==> config.mk <==
export PLATFORM = sky130hd
export DESIGN_NAME = fc_result_serializer
export DESIGN_NICKNAME = d
export VERILOG_FILES = /design/src/rtl/fc_pkg.sv /design/src/rtl/fc_result_serializer.sv
export SDC_FILE = /design/constraint.sdc
export NUM_CORES = 1
export LEC_CHECK = 0
export CORE_ASPECT_RATIO = 1.75
export CORE_UTILIZATION = 53
export CTS_BUF_LIST = sky130_fd_sc_hd__clkbuf_8 sky130_fd_sc_hd__clkbuf_16
export CTS_CLUSTER_DIAMETER = 120
export DETAILED_ROUTE_END_ITERATION = 16
export MAX_ROUTING_LAYER = met4
export PLACE_DENSITY = 0.77
export SYNTH_ARGS = -nofsm -noshare
export SYNTH_HDL_FRONTEND = slang
export SYNTH_SLANG_ARGS = --single-unit
==> constraint.sdc <==
create_clock -name clk -period 7.24 [get_ports clk]
set_input_delay 1.448 -clock clk [delete_from_list [all_inputs] [get_ports clk]]
set_output_delay 1.448 -clock clk [all_outputs]
set_load 0.03 [all_outputs]
==> src/rtl/fc_pkg.sv <==
// Types and constants shared by the FC bias buffer, FC datapath and result serializer.
package fc_pkg;

  localparam int FC_DATA_WIDTH = 16;
  localparam int FC_BATCH_SIZE = 16;

  typedef logic [FC_DATA_WIDTH-1:0] fc_word_t;
  typedef fc_word_t fc_batch_t [FC_BATCH_SIZE];

  typedef enum logic {
    SER_IDLE   = 1'b0,
    SER_STREAM = 1'b1
  } ser_state_e;

endpackage

==> src/rtl/fc_result_serializer.sv <==
// Collects a parallel batch of FC results into a circular buffer and streams them
// out one word per cycle on valid/ready, flagging the last word of each layer.
//
// state      | meaning
// SER_IDLE   | output register empty (m_valid=0)
// SER_STREAM | output register holds a word (m_valid=1)
module fc_result_serializer
  import fc_pkg::*;
#(
  parameter int DATA_WIDTH = FC_DATA_WIDTH,
  parameter int DEPTH      = 64,
  parameter int BATCH_SIZE = FC_BATCH_SIZE,
  parameter int LAYER_SIZE = 32
) (
  input  logic                    clk,
  input  logic                    reset,
  input  logic                    batch_valid,
  output logic                    batch_ready,
  input  logic [DATA_WIDTH-1:0]   batch_data [BATCH_SIZE],
  output logic                    m_valid,
  input  logic                    m_ready,
  output logic [DATA_WIDTH-1:0]   m_data,
  output logic                    m_last,
  output logic [$clog2(DEPTH):0]  occupancy,
  output logic                    overflow_err
);

  localparam int PW = $clog2(DEPTH);
  localparam int CW = PW + 1;
  localparam int LW = (LAYER_SIZE > 1) ? $clog2(LAYER_SIZE) : 1;

  logic [DATA_WIDTH-1:0] ram [DEPTH];
  logic [PW-1:0]         wr_ptr;
  logic [PW-1:0]         rd_ptr;
  logic [CW-1:0]         count;
  logic [LW-1:0]         word_cnt;
  ser_state_e            state;
  ser_state_e            state_nxt;
  logic                  write;
  logic                  load;
  logic                  layer_end;

  // Depends only on registered count, so m_ready never reaches batch_ready.
  assign batch_ready = (CW'(DEPTH) - count) >= CW'(BATCH_SIZE);
  assign write       = batch_valid && batch_ready;
  assign load        = (!m_valid || m_ready) && (count != '0);
  assign m_valid     = (state == SER_STREAM);
  assign occupancy   = count + CW'(m_valid);
  assign layer_end   = (word_cnt == LW'(LAYER_SIZE - 1));

  always_ff @(posedge clk or negedge reset) begin
    if (!reset) state <= SER_IDLE;
    else        state <= state_nxt;
  end

  always_comb begin
    state_nxt = state;
    case (state)
      SER_IDLE:   if (load) state_nxt = SER_STREAM;
      SER_STREAM: if (m_ready && !load) state_nxt = SER_IDLE;
      default:    state_nxt = SER_IDLE;
    endcase
  end

  // A batch always lands in free slots, so it never overlaps the word at rd_ptr.
  always_ff @(posedge clk) begin
    if (write) begin
      for (int i = 0; i < BATCH_SIZE; i++) begin
        ram[wr_ptr + PW'(i)] <= batch_data[i];
      end
    end
  end

  always_ff @(posedge clk or negedge reset) begin
    if (!reset) begin
      wr_ptr       <= '0;
      rd_ptr       <= '0;
      count        <= '0;
      word_cnt     <= '0;
      m_data       <= '0;
      m_last       <= 1'b0;
      overflow_err <= 1'b0;
    end else begin
      if (write) wr_ptr <= wr_ptr + PW'(BATCH_SIZE);
      if (batch_valid && !batch_ready) overflow_err <= 1'b1;
      if (load) begin
        m_data   <= ram[rd_ptr];
        m_last   <= layer_end;
        rd_ptr   <= rd_ptr + PW'(1);
        word_cnt <= layer_end ? '0 : word_cnt + LW'(1);
      end
      count <= count + (write ? CW'(BATCH_SIZE) : CW'(0)) - CW'(load);
    end
  end

endmodule
; ---- Word-level counts from Yosys, hierarchy flattened
; Memories as Yosys holds them, arrays and structs flattened. A register that Yosys moved wholly into a read port is not among the register bits.
; Index checks and enable logic that the tools add are counted.
[classes]
n_addsub = 22
n_lt_le_gt_ge = 1
n_eq_ne = 1
mux = 7
bitwise = 1
n_reduce_logical = 10
[op_table]
columns = operator, count
row1 = "6-bit by 4-bit adder with 6-bit output, second input constant", 8
row2 = "6-bit by 3-bit adder with 6-bit output, second input constant", 4
row3 = "6-bit by 1-bit adder with 6-bit output, second input constant", 2
row4 = "6-bit by 2-bit adder with 6-bit output, second input constant", 2
row5 = 5-bit two-way mux, 2
row6 = 7-bit by 1-bit adder with 7-bit output, 1
row7 = 7-bit by 5-bit adder with 7-bit output, 1
row8 = "7-bit by 5-bit >= comparator with 1-bit output, second input constant", 1
row9 = 7-bit nonzero test, 1
row10 = 7-bit by 1-bit subtractor with 7-bit output, 1
row11 = "7-bit subtractor, first input constant", 1
row12 = "6-bit by 5-bit adder with 6-bit output, second input constant", 1
row13 = "5-bit by 1-bit adder with 5-bit output, second input constant", 1
row14 = "5-bit equality test, second input constant", 1
row15 = 1-bit logical AND, 4
row16 = 1-bit logical NOT, 4
row17 = 1-bit two-way mux, 4
row18 = 1-bit one-hot mux with 2 select lines, 1
row19 = 1-bit logical OR, 1
row20 = 1-bit NOT, 1
[word_totals]
reg_bits = 27
mem_bits_rw = 1024
out_inout_bits = 27
wordCells = 50
n_memories = 1
[mem_list]
columns = name, depth, width, read_ports, rd_clocked_by_memory_dff, wr, line_no
row1 = ram, 64, 16, 1, 1, 16, fc_result_serializer.sv:32  ; logic [DATA_WIDTH-1:0] ram [DEPTH];

; ---- Logic depth before layout (Yosys ltp)
; Gate-level depths: netlist of run 1.
[logic_depth]
ltp_word = 7
mapped_depth = 17
depth_no_buf = 15

; ---- Worst setup path before layout of run 1
; Ideal clock, no wire load.
[synth_timing]
kind = flip-flop to flip-flop
from = register count[2]
to = memory ram[0][0] (netlist bit), enable pin
setup_time_ns = 0.652
arrival_time_ns = 7.840
required_time_ns = 6.588
path_slack_ns = -1.252
stages_incl_launch_ff = 7
synth_period_minus_slack_ns = 8.492
path_cell_list = dfrtp_1 > inv_1 > ha_1 > or3b_4 > nor3b_1 > o21ai_1 > and3_1
[synth_lines]
columns = element, line_no
row1 = start: declaration, fc_result_serializer.sv:35  ; logic [CW-1:0] count;
row2 = start signal: assignment, fc_result_serializer.sv:92  ; count <= count + (write ? CW'(BATCH_SIZE) : CW'(0)) - CW'(load);
row3 = end: declaration, fc_result_serializer.sv:32

; ---- Worst setup path in the final report of run 1
[layout_timing]
from = register count[2]
to = output batch_ready
[layout_via]
elab_chain_len = 2
[layout_lines]
columns = element, line_no
row1 = 7-bit subtractor, fc_result_serializer.sv:44  ; assign batch_ready = (CW'(DEPTH) - count) >= CW'(BATCH_SIZE);
row2 = 7-bit by 5-bit >= comparator with 1-bit output, fc_result_serializer.sv:44
row3 = end: declaration, fc_result_serializer.sv:18  ; output logic batch_ready,
; Every way passes these cells.

==> flow_metrics.tcl, run 1 <==
set metrics [dict create \
    status "finished clean" \
    routedWlPerCell_um 28.9 \
    grt_start_max_net_pins 157 \
    vias 20400 \
    cts_tree "done" \
    cap_violations 0 \
    p_leak_nw 15.6 \
    p_seq_frac 0.451 \
    final.min_clock_period_ns 4.75 \
    gr-usage-met2 0.401 \
    grtUsageMet3 0.0448 \
    synth_seq_area_share 0.774 \
    syn_nets 2168 \
    max_freq_ghz 0.211 \
    htreeDepth 3 \
    cts-resized-gates 0 \
    hold_viol_final 0 \
    pwr-share-comb 0.290 \
    synth_cell_types 49 \
    cts_root_buf "clkbuf_16" \
    dieArea_um2 78500 \
    endpoint "batch_ready" \
    core_area_um2 76500 \
    p_int_mw 13.5 \
    power_mw 19.4 \
    startpoint_type "flip-flop" \
    area_delta_synth_final_pct 16.9 \
    gp_congestion 0.850 \
    irDropWorstVdd_v 0.000344 \
    cts_max_path_buffers 3 \
    tightest_slew_ns 1.34 \
    num_rows 134 \
    p_sw_frac 0.308 \
    fillCellCount 5157 \
    synth_edf_count 1024 \
    relSlewSlack 0.104 \
    final_common_cell "edfxtp_1" \
    dr.pass1.iters 5 \
    syn-mean-instance-area_um2 21.7 \
    start_util 0.536 \
    drive_gt1_frac 0.176 \
    clk_pin_slew_ns 0.06 \
    cts_buffers 86 \
    portBuffers 286 \
    io_pins 287 \
    syn_inst 1886 \
    tns_ns 0 \
    grt_pass1_wl_mm 140 \
    crit_required_ns 5.79 \
    drc 0 \
    grt_usage 0.256 \
    holdWs_ns 0.486 \
    pwr-share-clk 0.259 \
    cp.arrival_ns 3.30 \
    routed_wl_mm 95.2 \
    post-cts-setup-buffers 0 \
    first_iter_violations 2092 \
    rr_worst_depth 9 \
    synth_area_um2 41000 \
    finalSetupViolCount 0 \
    layout_common_cells "edfxtp_1 (1024), clkdlybuf4s50_1 (285), mux4_2 (208)" \
    antenna_found_initial 20 \
    die_w_um 212 \
    async_reset_ff_frac 0.0367 \
    busiest_layer "met2" \
    synthFlopType "edfxtp_1" \
    regToRegSetupSlack_ns 2.99 \
    clkSinkCount 1063 \
    switching_power_mw 5.98 \
    die_y_um 370 \
    fin_nets 2463 \
    cp_max_fo 7 \
    postRouteAntennaNets 0 \
    finalMaxSlewViolations 0 \
    worst_path_largest_cell_delay_ns 0.79 \
    power_density_nw_per_um2 406 \
    crit_start "count[2]" \
    ys_ff_latch 1063 \
    hp-class "flip-flop to flip-flop" \
    fin_skew_ns 0.0222 \
    cts_hold_buf 0 \
    rsz0062_at_grt "no" \
    via_per_inst 6.21 \
    grt_pass1_vias 21200 \
    worstPathCellList "inv_1, ha_1, or3b_4, nor3b_1, o21ai_1, clkdlybuf4s50_1" \
    ys.warnings.count 0 \
    hpwl_mm 60.0 \
    grt.met1_usage 0.339 \
    overflow 0 \
    path_class "flip-flop to primary output" \
    reg2reg_to "m_data[0]" \
    end_kind "primary output" \
    crit_path_top_delay_cell "clkdlybuf4s50_1" \
    crit-reg2reg-launch "count[2]" \
    fin_crit_sh 0.656 \
    clock_latency_ns 0.67 \
]
per-stage QoR:
step / worst slack [ns] / std cells / util / cell area [um2]
global placement: 2.61 / 3113 / 0.586 / 44800
floorplan: 1.71 / 1886 / - / 41000
finish: 2.49 / 3292 / 0.627 / 47900
CTS: 2.47 / 3273 / 0.626 / 47900
detailed placement: 2.45 / 3113 / 0.586 / 44800
global route: 2.34 / 3292 / 0.627 / 47900
registers in the layout (all words and copies together), names as in the netlist:
signal and count:
overflow_err 1, count 7, rd_ptr 6, word_cnt 5, m_data 16, wr_ptr 2, ram 1024, m_last 1
m_valid 1
how the worst min path moves through the flow:
stage	start	to	depth (start not counted)
floorplan	word_cnt[4]	word_cnt[4]	2
global placement	overflow_err	overflow_err	1
detailed placement	overflow_err	overflow_err	1
CTS	overflow_err	overflow_err	1
global route	overflow_err	overflow_err	1
finish	overflow_err	overflow_err	1
logic make-up after synthesis:
family | share of synthesized area
and+or+nand+nor | 0.0156
AOI/OAI and AO/OA | 0.0329
muxes | 0.149
adders and majority gates | 0.00690
buffers and inverters | 0.0176
xor gates and xnor gates | 0.00363
DFF | 0.774
synthesized netlist by cell type (2+ instances only):
cell type	number	area, um2
a211oi_1	22	165
a211oi_2	9	113
a21oi_1	21	105
a221o_1	15	150
a221oi_1	15	131
a22oi_1	3	22.5
a31oi_1	2	12.5
and3_1	5	31.3
buf_1	12	45.0
buf_2	30	150
buf_4	14	105
buf_6	20	225
clkbuf_1	27	101
dfrtp_1	39	976
edfxtp_1	1024	30700
ha_1	21	263
inv_1	15	56.3
mux2i_1	142	1420
mux4_2	208	4680
nand2_1	39	146
nand2b_1	5	31.3
nand3_1	5	25.0
nand3b_1	2	15.0
nand4_1	4	25.0
nor2_1	4	15.0
nor2b_1	19	119
nor3_1	17	85.1
nor4_1	15	93.8
o21ai_0	35	175
o21ai_1	3	15.0
o221ai_1	16	140
o22ai_1	46	288
xnor2_1	14	123
xor2_1	3	26.3
layout make-up:
class	instances	area, um2	share of cell area
Sequential cell	1063	31700	0.663
Multi-Input combinational cell	702	8570	0.179
Timing Repair Buffer	312	3130	0.0653
Clock buffer	94	2310	0.0482
Tap cell	1020	1280	0.0266
Clock inverter	66	771	0.0161
Inverter	16	60.1	0.00125
Antenna cell	19	47.5	0.000993
power groups by stage:
stage | clock, mW | combinational (mW) | sequential (mW)
floorplan | 0 | 4.08 | 8.75
global placement | 0 | 5.50 | 8.77
detailed placement | 0 | 5.63 | 8.88
CTS | 5.09 | 5.68 | 8.76
global route | 5.29 | 6.01 | 8.84
finish | 5.03 | 5.65 | 8.77
critical path: cells and delay by family (launching register included):
family          cells  cell delay (ns)
flops               1             0.44
compound gates      1             0.50
buf+inv             2             0.96
fa+ha+maj           1             0.18
simple gates        2             0.55
per-layer routing:
metal,up-vias,part of all wire
met3,138,0.086
met4,0,0.024
met2,1117,0.50
li1,8531,-
met1,10700,0.39
met5,-,0
Note: power is estimated with default switching activity, not from simulation.
==> inputs of run 2 (changes only) <==
Settings changed: CORE_UTILIZATION 53 to 55, PLACE_DENSITY 0.77 to 0.76.
Clock period 7.24 ns to 4.96 ns, I/O delays scaled along.
==> run 2 against run 1 <==
Count of clock-buffer cells in the layout is 1 lower. Core utilization grew 2.1 points. Clock power is 34% higher. Sequential power grew 45%. First-iteration DRC count decreased by 2.4%. Sequential share of layout area is 0.097 points higher. Critical path depth is the same. Worst hold slack worse by 0.18 ns. Non-clock buffer count up 21. Largest power group unchanged.
==> flow_metrics.tcl, run 2 (synthesized netlist as in run 1, its figures left out) <==
set metrics [dict create \
    cts_max_path_buffers 3 \
    grt_pass1_wl_mm 142 \
    clkSinkCount 1063 \
    pwr-share-comb 0.301 \
    fillCellCount 4721 \
    hold_viol_final 0 \
    hp-class "primary input to asynchronous set/reset pin" \
    largest-register "ram" \
    routed_wl_mm 97.6 \
    postRouteAntennaNets 0 \
    power_density_nw_per_um2 583 \
    cp_max_fo 7 \
    final.min_clock_period_ns 4.22 \
    start_util 0.555 \
    relSlewSlack 0.247 \
    first_iter_violations 2042 \
    p_leak_nw 15.7 \
    p_int_mw 19.2 \
    drive_gt1_frac 0.179 \
    path_class "flip-flop to primary output" \
    area_delta_synth_final_pct 16.7 \
    cts_tree "done" \
    dp_slack_ns 1.43 \
    hpwl_mm 63.5 \
    cts_hold_buf 0 \
    p_seq_frac 0.457 \
    final_common_cell "edfxtp_1" \
    cts_root_buf "clkbuf_16" \
    final_design_area_no_fill_um2 47800 \
    vias 20700 \
    post-cts-setup-buffers 0 \
    crit_required_ns 3.97 \
    crit_path_top_delay_cell "clkdlybuf4s50_1" \
    rsz0062_at_grt "no" \
    finalMaxSlewViolations 0 \
    top_regs "ram x1024, m_data x16, count x7" \
    finalSetupViolCount 0 \
    drc 0 \
    clock_latency_ns 0.67 \
    cap_violations 0 \
    die_y_um 363 \
    cp.arrival_ns 3.23 \
    layout_common_cells "edfxtp_1 (1024), clkdlybuf4s50_1 (285), mux4_2 (208)" \
    die_w_um 208 \
    antenna_found_initial 18 \
    core_area_um2 73800 \
    power_mw 27.9 \
    grt_usage 0.270 \
    grt_start_max_net_pins 96 \
    routedWlPerCell_um 30.3 \
    fin_crit_sh 0.851 \
    status "finished clean" \
    startpoint_type "flip-flop" \
    cts-resized-gates 0 \
    grt_pass1_vias 21400 \
    via_per_inst 6.42 \
    irDropWorstVdd_v 0.000422 \
    clk_pin_slew_ns 0.07 \
    rr_worst_depth 7 \
    largest_reg_flops 1024 \
    worst_path_largest_cell_delay_ns 0.78 \
    tightest_slew_ns 1.13 \
    gp_congestion 0.839 \
    tns_ns 0 \
    end_kind "primary output" \
    portBuffers 286 \
    htreeDepth 3 \
    fin_skew_ns 0.0192 \
    overflow 0 \
    holdWs_ns 0.304 \
    worstPathCellList "inv_1, ha_1, or3b_4, nor3b_1, o21ai_1, clkdlybuf4s50_1" \
    io_pins 287 \
    switching_power_mw 8.65 \
    cts_buffers 88 \
    fin_nets 2486 \
    p_sw_frac 0.310 \
    setup_ws_ns 0.737 \
    dieArea_um2 75700 \
    pwr-share-clk 0.242 \
    max_freq_ghz 0.237 \
    dr.pass1.iters 5 \
    num_rows 132 \
    placed_area_um2 45000 \
]
## run 2: changes by cell type in the layout (fill, tap and decap cells not counted), sizes merged
cell / delta
bufinv: -10
clkbuf: -1
clkinvlp: -7
buf: +21
inv: +6
clkinv: +12
diode: -5
## run 2: path summary, 6_finish.rpt
check	from	endpoint	slack, ns
max	count[2]	batch_ready	0.74
min	reset	m_data[4]	0.30
max reg2reg	count[2]	ram[53][8]	1.48
min reg2reg	m_last	m_last	0.49
max in group asynchronous	reset	rd_ptr[0]	3.65
min in group clk	m_last	m_last	0.49
## run 2: cell type report
class	instances	area, um2	share of cell area
antenna	14	35.0	0.000732
sequential	1063	31700	0.664
tap	938	1170	0.0245
clock inverter	67	508	0.0106
timing repair buffer	333	3460	0.0724
inverter	16	60.1	0.00126
multi-input combinational	702	8570	0.179
clock buffer	93	2280	0.0477
## run 2: worst max-delay path, delay by kind of cell, from the launching register on
family          cells  cell delay (ns)
compound gates      1             0.46
flops               1             0.44
fa+ha+maj           1             0.17
simple gates        2             0.54
buf+inv             2             0.94
## run 2: through the flow
| step | util | instances |
|---|---|---|
| after floorplan | - | 1886 |
| after global placement | 0.610 | 3052 |
| after detailed placement | 0.610 | 3052 |
| after CTS | 0.647 | 3212 |
| after global routing | 0.648 | 3224 |
| final | 0.648 | 3226 |
## run 2: power groups by stage
| stage | Clock (mW) | Sequential, mW | Combinational, mW |
|---|---|---|---|
| floorplan | 0 | 12.8 | 5.95 |
| global placement | 0 | 12.8 | 8.19 |
| detailed placement | 0 | 12.9 | 8.40 |
| CTS | 6.82 | 12.7 | 8.45 |
| global route | 7.13 | 12.9 | 8.91 |
| finish | 6.75 | 12.7 | 8.40 |
## run 2: metal layers
layer / track usage / vias up / routed length [um]
li1: - / 8556 / -
met1: 0.354 / 10900 / 37600
met2: 0.433 / 1109 / 49500
met3: 0.0453 / 138 / 7940
met4: 0.0935 / 0 / 2470
met5: - / - / 0
